$ cat src/rtl/pid_pkg.sv
// Shared types and helpers for the multi-channel PID controller.
// Width helpers keep the datapath sizing in one place.
package pid_pkg;

  typedef enum logic [2:0] {
    IDLE,
    LOAD,
    MULT,
    SUM,
    DONE
  } pid_state_t;

  function automatic int err_w(input int pv);
    return pv + 1;
  endfunction

  function automatic int dlt_w(input int pv);
    return pv + 2;
  endfunction

  // zero-extended gain (g+1 signed bits) times an x-bit signed operand
  function automatic int prod_w(input int g, input int x);
    return g + 1 + x;
  endfunction

  function automatic int ch_w(input int n);
    return (n > 1) ? $clog2(n) : 1;
  endfunction

  function automatic logic signed [31:0] sat_signed(
    input logic signed [31:0] x,
    input logic signed [31:0] lo,
    input logic signed [31:0] hi
  );
    if (x > hi) return hi;
    if (x < lo) return lo;
    return x;
  endfunction

endpackage

$ cat src/rtl/saturating_adder_signed.sv
// Signed adder whose result is clamped to +/-LIMIT.
// One guard bit keeps the raw sum exact before clamping.
module saturating_adder_signed #(
  parameter int W     = 19,
  parameter int LIMIT = 4095
) (
  input  logic signed [W-1:0] a,
  input  logic signed [W-1:0] b,
  output logic signed [W-1:0] sum
);

  localparam logic signed [W:0] HI = (W+1)'(LIMIT);
  localparam logic signed [W:0] LO = -HI;

  logic signed [W:0] full;

  assign full = (W+1)'(a) + (W+1)'(b);

  always_comb begin
    sum = full[W-1:0];
    if (full > HI)      sum = HI[W-1:0];
    else if (full < LO) sum = LO[W-1:0];
  end

endmodule

$ cat src/rtl/pid_controller_mc.sv
// Time-multiplexed PID controller: one multiply/accumulate path
// sweeps NUM_CH loops per start strobe.
module pid_controller_mc
  import pid_pkg::*;
#(
  parameter int NUM_CH        = 4,
  parameter int PV_WIDTH      = 9,
  parameter int GAIN_WIDTH    = 8,
  parameter int GAIN_FRAC     = 4,
  parameter int CONTROL_WIDTH = 16,
  parameter int I_BAND        = 5,
  parameter int I_LIMIT       = 4095
) (
  input  logic                                clk,
  input  logic                                reset,
  input  logic                                en,
  input  logic                                start,
  input  logic                                d_on_meas,
  input  logic [NUM_CH*GAIN_WIDTH-1:0]        k_p,
  input  logic [NUM_CH*GAIN_WIDTH-1:0]        k_i,
  input  logic [NUM_CH*GAIN_WIDTH-1:0]        k_d,
  input  logic [NUM_CH*PV_WIDTH-1:0]          setpoint,
  input  logic [NUM_CH*PV_WIDTH-1:0]          feedback,
  input  logic signed [CONTROL_WIDTH-1:0]     out_min,
  input  logic signed [CONTROL_WIDTH-1:0]     out_max,
  output logic                                busy,
  output logic                                out_valid,
  output logic signed [NUM_CH*CONTROL_WIDTH-1:0] control_out,
  output logic [NUM_CH-1:0]                   sat_flag
);

  localparam int E_W = err_w(PV_WIDTH);
  localparam int D_W = dlt_w(PV_WIDTH);
  localparam int P_W = prod_w(GAIN_WIDTH, E_W);
  localparam int U_W = prod_w(GAIN_WIDTH, D_W);
  localparam int S_W = U_W + 2;
  localparam int C_W = ch_w(NUM_CH);
  localparam logic [C_W-1:0] LAST = C_W'(NUM_CH - 1);

  pid_state_t state;
  logic [C_W-1:0] ch;

  logic signed [E_W-1:0] e_r;
  logic signed [D_W-1:0] dlt_r;
  logic [PV_WIDTH-1:0]   fb_r;
  logic signed [P_W-1:0] u_p;
  logic signed [P_W-1:0] i_inc;
  logic signed [U_W-1:0] u_d;

  logic signed [P_W-1:0]           i_acc   [NUM_CH];
  logic signed [E_W-1:0]           prev_e  [NUM_CH];
  logic [PV_WIDTH-1:0]             prev_fb [NUM_CH];
  logic signed [CONTROL_WIDTH-1:0] ctrl    [NUM_CH];
  logic [NUM_CH-1:0] first;
  logic [NUM_CH-1:0] sat_hi;
  logic [NUM_CH-1:0] sat_lo;

  logic [PV_WIDTH-1:0]   sp_c;
  logic [PV_WIDTH-1:0]   fb_c;
  logic signed [E_W-1:0] e_c;
  logic signed [D_W-1:0] dlt_c;
  logic [GAIN_WIDTH-1:0] kp_c;
  logic [GAIN_WIDTH-1:0] ki_c;
  logic [GAIN_WIDTH-1:0] kd_c;

  assign sp_c = setpoint[int'(ch)*PV_WIDTH +: PV_WIDTH];
  assign fb_c = feedback[int'(ch)*PV_WIDTH +: PV_WIDTH];
  assign kp_c = k_p[int'(ch)*GAIN_WIDTH +: GAIN_WIDTH];
  assign ki_c = k_i[int'(ch)*GAIN_WIDTH +: GAIN_WIDTH];
  assign kd_c = k_d[int'(ch)*GAIN_WIDTH +: GAIN_WIDTH];

  assign e_c = $signed({1'b0, sp_c}) - $signed({1'b0, fb_c});
  assign dlt_c = d_on_meas
    ? D_W'($signed({1'b0, prev_fb[ch]}) - $signed({1'b0, fb_c}))
    : D_W'(e_c) - D_W'(prev_e[ch]);

  logic signed [P_W-1:0] i_sum;
  logic signed [P_W-1:0] i_new;
  logic signed [E_W-1:0] e_abs;
  logic                  in_band;
  logic                  hold;
  logic signed [S_W-1:0] sum_c;
  logic signed [S_W-1:0] raw_c;
  logic signed [31:0]    raw32;
  logic signed [31:0]    clip32;
  logic                  hi_c;
  logic                  lo_c;

  saturating_adder_signed #(
    .W     (P_W),
    .LIMIT (I_LIMIT)
  ) u_iadd (
    .a   (i_acc[ch]),
    .b   (i_inc),
    .sum (i_sum)
  );

  assign e_abs   = e_r[E_W-1] ? -e_r : e_r;
  assign in_band = int'(e_abs) < I_BAND;
  // back-calculation: don't push further into a clip we already hit
  assign hold = (sat_hi[ch] && !e_r[E_W-1] && (e_r != '0))
             || (sat_lo[ch] && e_r[E_W-1]);
  assign i_new = (in_band && !hold) ? i_sum : i_acc[ch];

  assign sum_c  = S_W'(u_p) + S_W'(i_new) + S_W'(u_d);
  assign raw_c  = sum_c >>> GAIN_FRAC;
  assign raw32  = 32'(raw_c);
  assign clip32 = sat_signed(raw32, 32'(out_min), 32'(out_max));
  assign hi_c   = raw32 > 32'(out_max);
  assign lo_c   = raw32 < 32'(out_min);

  always_ff @(posedge clk or posedge reset) begin
    if (reset) begin
      state     <= IDLE;
      ch        <= '0;
      busy      <= 1'b0;
      out_valid <= 1'b0;
      e_r       <= '0;
      dlt_r     <= '0;
      fb_r      <= '0;
      u_p       <= '0;
      i_inc     <= '0;
      u_d       <= '0;
      first     <= '1;
      sat_hi    <= '0;
      sat_lo    <= '0;
      for (int i = 0; i < NUM_CH; i++) begin
        i_acc[i]   <= '0;
        prev_e[i]  <= '0;
        prev_fb[i] <= '0;
        ctrl[i]    <= '0;
      end
    end else if (!en) begin
      state     <= IDLE;
      ch        <= '0;
      busy      <= 1'b0;
      out_valid <= 1'b0;
      e_r       <= '0;
      dlt_r     <= '0;
      fb_r      <= '0;
      u_p       <= '0;
      i_inc     <= '0;
      u_d       <= '0;
      first     <= '1;
      sat_hi    <= '0;
      sat_lo    <= '0;
      for (int i = 0; i < NUM_CH; i++) begin
        i_acc[i]   <= '0;
        prev_e[i]  <= '0;
        prev_fb[i] <= '0;
        ctrl[i]    <= '0;
      end
    end else begin
      out_valid <= 1'b0;
      unique case (state)
        IDLE: begin
          if (start) begin
            state <= LOAD;
            ch    <= '0;
            busy  <= 1'b1;
          end
        end
        LOAD: begin
          e_r   <= e_c;
          dlt_r <= dlt_c;
          fb_r  <= fb_c;
          state <= MULT;
        end
        MULT: begin
          u_p   <= P_W'($signed({1'b0, kp_c})) * P_W'(e_r);
          i_inc <= P_W'($signed({1'b0, ki_c})) * P_W'(e_r);
          u_d   <= first[ch] ? '0
                 : U_W'($signed({1'b0, kd_c})) * U_W'(dlt_r);
          state <= SUM;
        end
        SUM: begin
          i_acc[ch]   <= i_new;
          ctrl[ch]    <= clip32[CONTROL_WIDTH-1:0];
          sat_hi[ch]  <= hi_c;
          sat_lo[ch]  <= lo_c;
          prev_e[ch]  <= e_r;
          prev_fb[ch] <= fb_r;
          first[ch]   <= 1'b0;
          if (ch == LAST) begin
            state     <= DONE;
            out_valid <= 1'b1;
          end else begin
            ch    <= ch + 1'b1;
            state <= LOAD;
          end
        end
        DONE: begin
          state <= IDLE;
          busy  <= 1'b0;
        end
        default: state <= IDLE;
      endcase
    end
  end

  assign sat_flag = sat_hi | sat_lo;

  for (genvar g = 0; g < NUM_CH; g++) begin : g_out
    assign control_out[g*CONTROL_WIDTH +: CONTROL_WIDTH] = ctrl[g];
  end

endmodule

$ cat config.mk
export PLATFORM = sky130hd
export DESIGN_NAME = pid_controller_mc
export DESIGN_NICKNAME = d
export VERILOG_FILES = /design/src/rtl/pid_pkg.sv /design/src/rtl/saturating_adder_signed.sv /design/src/rtl/pid_controller_mc.sv
export SDC_FILE = /design/constraint.sdc
export NUM_CORES = 2
export LEC_CHECK = 0
export BUFFER_PORTS_ARGS = -buffer_cell sky130_fd_sc_hd__buf_4
export CAP_MARGIN = 20
export CORE_ASPECT_RATIO = 1.2
export CORE_MARGIN = 5
export CORE_UTILIZATION = 45
export DETAILED_ROUTE_END_ITERATION = 8
export GPL_TIMING_DRIVEN = 0
export MAX_ROUTING_LAYER = met4
export PLACE_DENSITY = 0.68
export RECOVER_POWER = 25
export SLEW_MARGIN = 25
export SYNTH_ARGS = -nofsm -noshare
export SYNTH_HDL_FRONTEND = slang
export SYNTH_HIERARCHICAL = 1
export SYNTH_SLANG_ARGS = --single-unit
$ cat constraint.sdc
create_clock -name clk -period 27.9 [get_ports clk]
set_input_delay 4.185 -clock clk [delete_from_list [all_inputs] [get_ports clk]]
set_output_delay 4.185 -clock clk [all_outputs]
set_load 0.05 [all_outputs]
Word level (Yosys, flattened, before mapping)
Cells that the tools add are included.
Word-level totals
  flip-flop bits (word level): 323
  input port bits: 205
Cells by class
  bitwise logic cells: 4
  $add $sub $neg: 8
  equality and inequality tests: 12
  multiplexer cells: 84
  magnitude comparators: 9
  reduce and logical (&&, ||, !) cells: 13
  shifts and indexed selects: 5
  $mul: 4
Operator list (number)
  two-way mux 19 bit: 10
  two-way mux 76 bit: 2
  two-way mux 64 bit: 2
  indexed part select 32 x 6 -> 8 bit: 3
  two-way mux 16 bit: 5
  two-way mux 40 bit: 2
  bitwise mux 76 bit: 1
  two-way mux 36 bit: 2
  bitwise mux 64 bit: 1
  two-way mux 10 bit: 6
  two-way mux 20 bit: 3
  two-way mux 9 bit: 5
  adder 19 x 19 -> 20 bit: 2
  bitwise mux 40 bit: 1
  binary-select mux 19 bit (select 2 bit): 1
  demux 19 bit (select 2 bit): 1
  multiplier 9 x 10 -> 19 bit: 2
  bitwise mux 36 bit: 1
  indexed part select 36 x 32 -> 9 bit: 1
  indexed part select 36 x 7 -> 9 bit: 1
  two-way mux 11 bit: 3
  demux 16 bit (select 2 bit): 1
  two-way mux 4 bit: 6
  adder 20 x 20 -> 21 bit: 1
  46 further kinds: 76

Longest topological paths before layout
  depth in word-level cells: 19
  mapped depth: 40
  depth with buffers taken out: 36

By module
The synthesis kept the hierarchy.
By module, submodules not included
  pid_controller_mc: area an instance 26781.9 µm², cells each 2574, instances 1, seq. area each 8087.8 µm²
  saturating_adder_signed: area an instance 1435.1 µm², cells each 202, instances 1, seq. area each 0.0 µm²

Least setup slack after synthesis
Ideal clock, no wire load.
  kind: in2reg
  start point: input port k_d[25]
  end point: register u_d[18]
  setup time: 121 ps
  data arrival time: 9035 ps
  data required time: 27779 ps
  buffers on the path: 1
  path slack: 18744 ps
  cell stages on the path: 22
  cell sequence: mux4_2 > clkbuf_1 > nand2_1 > fa_1 > fa_1 > inv_1 > ha_1 > inv_1 > fa_1 > inv_1 > fa_1 > a21o_1 > a21oi_1 > o21bai_1 > a21oi_1 > o21bai_1 > a21oi_1 > o21ai_0 > a31o_2 > a31oi_1 > xnor2_1 > a22o_1
On the way
  word-level cells in the longest chain between the ends: 5
Ends and longest elaborated chain
  start, declared: line pid_controller_mc.sv:21  | input logic [NUM_CH*GAIN_WIDTH-1:0] k_d,
  indexed part select 32 x 6 -> 8 bit: line pid_controller_mc.sv:70  | assign kd_c = k_d[int'(ch)*GAIN_WIDTH +: GAIN_WIDTH];
  multiplier 9 x 11 -> 20 bit: line pid_controller_mc.sv:173  | : U_W'($signed({1'b0, kd_c})) * U_W'(dlt_r);
  two-way mux 20 bit: line pid_controller_mc.sv:172  | u_d <= first[ch] ? '0
  two-way mux 20 bit: line pid_controller_mc.sv:155  | unique case (state)
  two-way mux 20 bit: line pid_controller_mc.sv:133  | end else if (!en) begin
  end signal, assigned: line pid_controller_mc.sv:172
  end, declared: line pid_controller_mc.sv:48  | logic signed [U_W-1:0] u_d;
Every way passes these cells. The select of a mux whose other input is x is not followed.
A chain may end at the register's enable or synchronous reset.

==> qor.txt <==
antenna violations before repair - 1
Core Box Area - 0.06206 mm^2
final core occ - 52.48%
Clock transition at path regs - 0.06 ns
WP data arrival - 12.52 ns
DP Area - 0.03138 mm^2
Fin Clk Skew - 0.02563 ns
synthesized area per cell - 10.16 um^2
fillers - 5671
antenna viol nets, final - 0
met2 wire length - 44000 um
Hold Crit Class - reg -> reg
VDD IR-drop max - 0.03572 mV
first-pass GRT wire length - 138700 um
area leader, netlist - dfrtp_1
synth top area cells - dfrtp_1 28%, fa_1 16%, ha_1 9.7%
cell area after synthesis - 0.02822 mm^2
Final min period - 12.89 ns
leakage power - 0.01643 uW
drt drc - 0
CTS Hold Bufs - 0
CTS Buf Count - 35
EDFF count, synth - 0
power per cell area - 48.47 mW/mm^2
routed vias/inst - 5.786
ys async rst share - 100.0%
Syn Inst Count - 2776
CP Capture Type - asynchronous set/reset pin
hold depth - 2
failing checks - capacitance limit, slew limit
Finish-stage setup viols - 0
critical path required time - 27.53 ns
All-Layer GR Usage - 26.75%
cts repair resizes - 0
Port Buf Inserts - 273
initial cell density of the core - 45.47%
area grow syn2layout - 15.43%
Final Cycle Share - 46.22%
Max Slew Vio Count - 233
total number of vias - 22761
Nets - 3740
CTS tree - done
share of cells above drive strength 1 - 15.50%
max_cap viols - 3
Critical Path Max Stage Delay - 3.30 ns
flop2flop setup slack - 16.91 ns
H-tree depth - 2
Routed met3 length - 4986 um
crit path cell chain - clkbuf_4 -> clkinvlp_2 -> clkbuf_1 -> clkbuf_1
drt wl/cell - 22.67 um
largest net degree at the start of global routing - 96
clk sink count - 323
Non-Filler Instances - 3934
chip width - 238.6 um
I/O pin count - 275
WP buf/inv - 4
crit-path max FO - 85
share of the synthesized area in the top cell type - 28.29%
Setup Buffers After CTS - 0
commonest register cell after synthesis - dfrtp_1
synth unique cells - 88
Worst Tran Pin Value - 4.510 ns
sequential element share of the synthesized area - 28.66%
Critical Path Source Type - input pin
WS Path Type - in -> async
origin of the worst min-delay path - first[0]$_DFFE_PP1N_
outcome - finished, violations left
slowest CP cell - clkbuf_1
r2r worst-path depth - 36
DR iter-0 viols - 1863
CP most frequent cell - clkbuf_1
Final Hold Viols - 0
Clock Path Buffers - 3
syn_nets - 3427
worst r2r dst - control_out[7]$_DFFE_PP0P_
Die Ht - 284.3 um
DP HPWL - 71740 um
Synth top cells by count - 419 x inv_1, 319 x dfrtp_1, 227 x fa_1, 226 x nand2_1, 219 x ha_1
Ys Warns - 6
Hold Path End - first[0]$_DFFE_PP1N_
GP Congestion - 0.9698
number of synthesized register bits - 323
FP Rows - 100
cell class contributing the biggest share of worst-path delay - buffers and inverters
post-route cell area - 0.03257 mm^2
unrepaired setup endpoints after global routing - false
worst rel slew slack - -200.7%
vias in the first global route - 23830
clk_lat worst skew - 0.57 ns
clock root cell - clkbuf_16
TNS Setup - 0 ns
Die ar. - 0.06783 mm^2
DR pass1 iterations - 6
r2r startpoint - ch[0]$_DFFE_PP0P_
fmax - 77.55 MHz
Routed met1 length - 35190 um
Top Metal Used - met4
total wire length - 89190 um
cell with the most instances after synthesis - inv_1
gr ovfl total - 0
# placed instances - 3868
[sequential cells by signal, summed over array words and instances, names as in the netlist]
register / flops
fb_r: 9
busy: 1
i_acc: 76
state: 3
sat_lo: 4
i_inc: 19
e_r: 10
out_valid: 1
control_out: 64
sat_hi: 4
u_d: 20
ch: 2
dlt_r: 11
prev_e: 40
first: 4
u_p: 19
prev_fb: 36
[placed cells by master, fill, tap and decap left out, drive strengths merged, types with 7 or more instances in the layout]
| cell type | instances |
|---|---|
| inv | 422 |
| dfrtp | 319 |
| buf | 300 |
| fa | 227 |
| nand2 | 227 |
| ha | 219 |
| o21ai | 183 |
| a22o | 179 |
| clkbuf | 162 |
| and2 | 155 |
| a21oi | 84 |
| mux4 | 83 |
| xnor2 | 70 |
| nor2 | 60 |
| a21o | 38 |
| a22oi | 31 |
| mux2i | 26 |
| a221o | 22 |
| o21bai | 21 |
| xor2 | 21 |
| nor3 | 18 |
| o21a | 18 |
| nand2b | 16 |
| or2 | 16 |
| a222oi | 15 |
| nand3 | 13 |
| a211oi | 13 |
| nand4 | 12 |
| o22ai | 12 |
| and3 | 11 |
| a31oi | 10 |
| clkinv | 9 |
| o211ai | 8 |
| a32o | 7 |
| nor2b | 7 |
[power breakdown]
group | leakage, uW | total (uW) | switching, uW | internal [uW]
clock | 0.000611 | 506 | 209 | 297
combinational | 0.0113 | 581 | 352 | 230
sequential | 0.00448 | 491 | 13.3 | 478
[how the worst max path moves through the flow]
stage	start	end	slack, ns	cells after the start
final	reset	prev_fb[12]$_DFFE_PP0P_	15.01	4
after global routing	reset	prev_fb[12]$_DFFE_PP0P_	13.00	4
after CTS	ch[0]$_DFFE_PP0P_	control_out[9]$_DFFE_PP0P_	17.06	39
after detailed placement	ch[0]$_DFFE_PP0P_	control_out[9]$_DFFE_PP0P_	17.13	39
after global placement	reset	prev_fb[11]$_DFFE_PP0P_	11.91	2
after floorplan	reset	busy$_DFFE_PP0P_	14.78	1
[area by class of cell]
type	count	area, um^2	area share (%)
Timing Repair Buffer	276	2081	6.388
Antenna cell	2	5.005	0.01537
Clock buffer	47	980.9	3.012
Multi-Input combinational cell	1894	18000	55.27
Buffer	139	558.0	1.713
Inverter	420	1578	4.844
Clock inverter	17	257.7	0.7913
Tap cell	816	1021	3.135
Sequential cell	323	8088	24.83
[routing by layer]
metal | up-vias | global-route usage [%]
met5 | - | -
met4 | 0 | 12.69
met3 | 219 | 3.791
met2 | 845 | 43.21
met1 | 11488 | 33.29
li1 | 10209 | -
[through the flow]
stage          hold slack [ns]  power [uW]  worst slack [ns]
2_1_floorplan           0.4391       909.0             14.78
3_3_place_gp            0.4485        1064             11.91
3_5_place_dp            0.4550        1080             17.13
4_1_cts                 0.4644        1586             17.06
5_1_grt                 0.4827        1678             13.00
6_report                0.4619        1579             15.01
[worst register-to-register path: cells and delay by family (launching register included)]
kind,cells,cell delay [ns]
xor gates and xnor gates,1,0.42
DFF,1,0.49
adders and majority gates,4,1.54
muxes,2,1.08
and+or+nand+nor,8,2.24
AOI/OAI and AO/OA,14,2.81
buffers and inverters,7,2.34
[cell families after synthesis]
family                     Yosys count  synth area share, %
AOI/OAI and AO/OA                  684                17.56
xor gates and xnor gates            91                2.878
adders and majority gates          446                25.82
buffers and inverters              559                7.538
DFF                                323                28.66
muxes                              109                7.547
and+or+nand+nor                    564                9.995
Power figures use the tool's default switching activity.
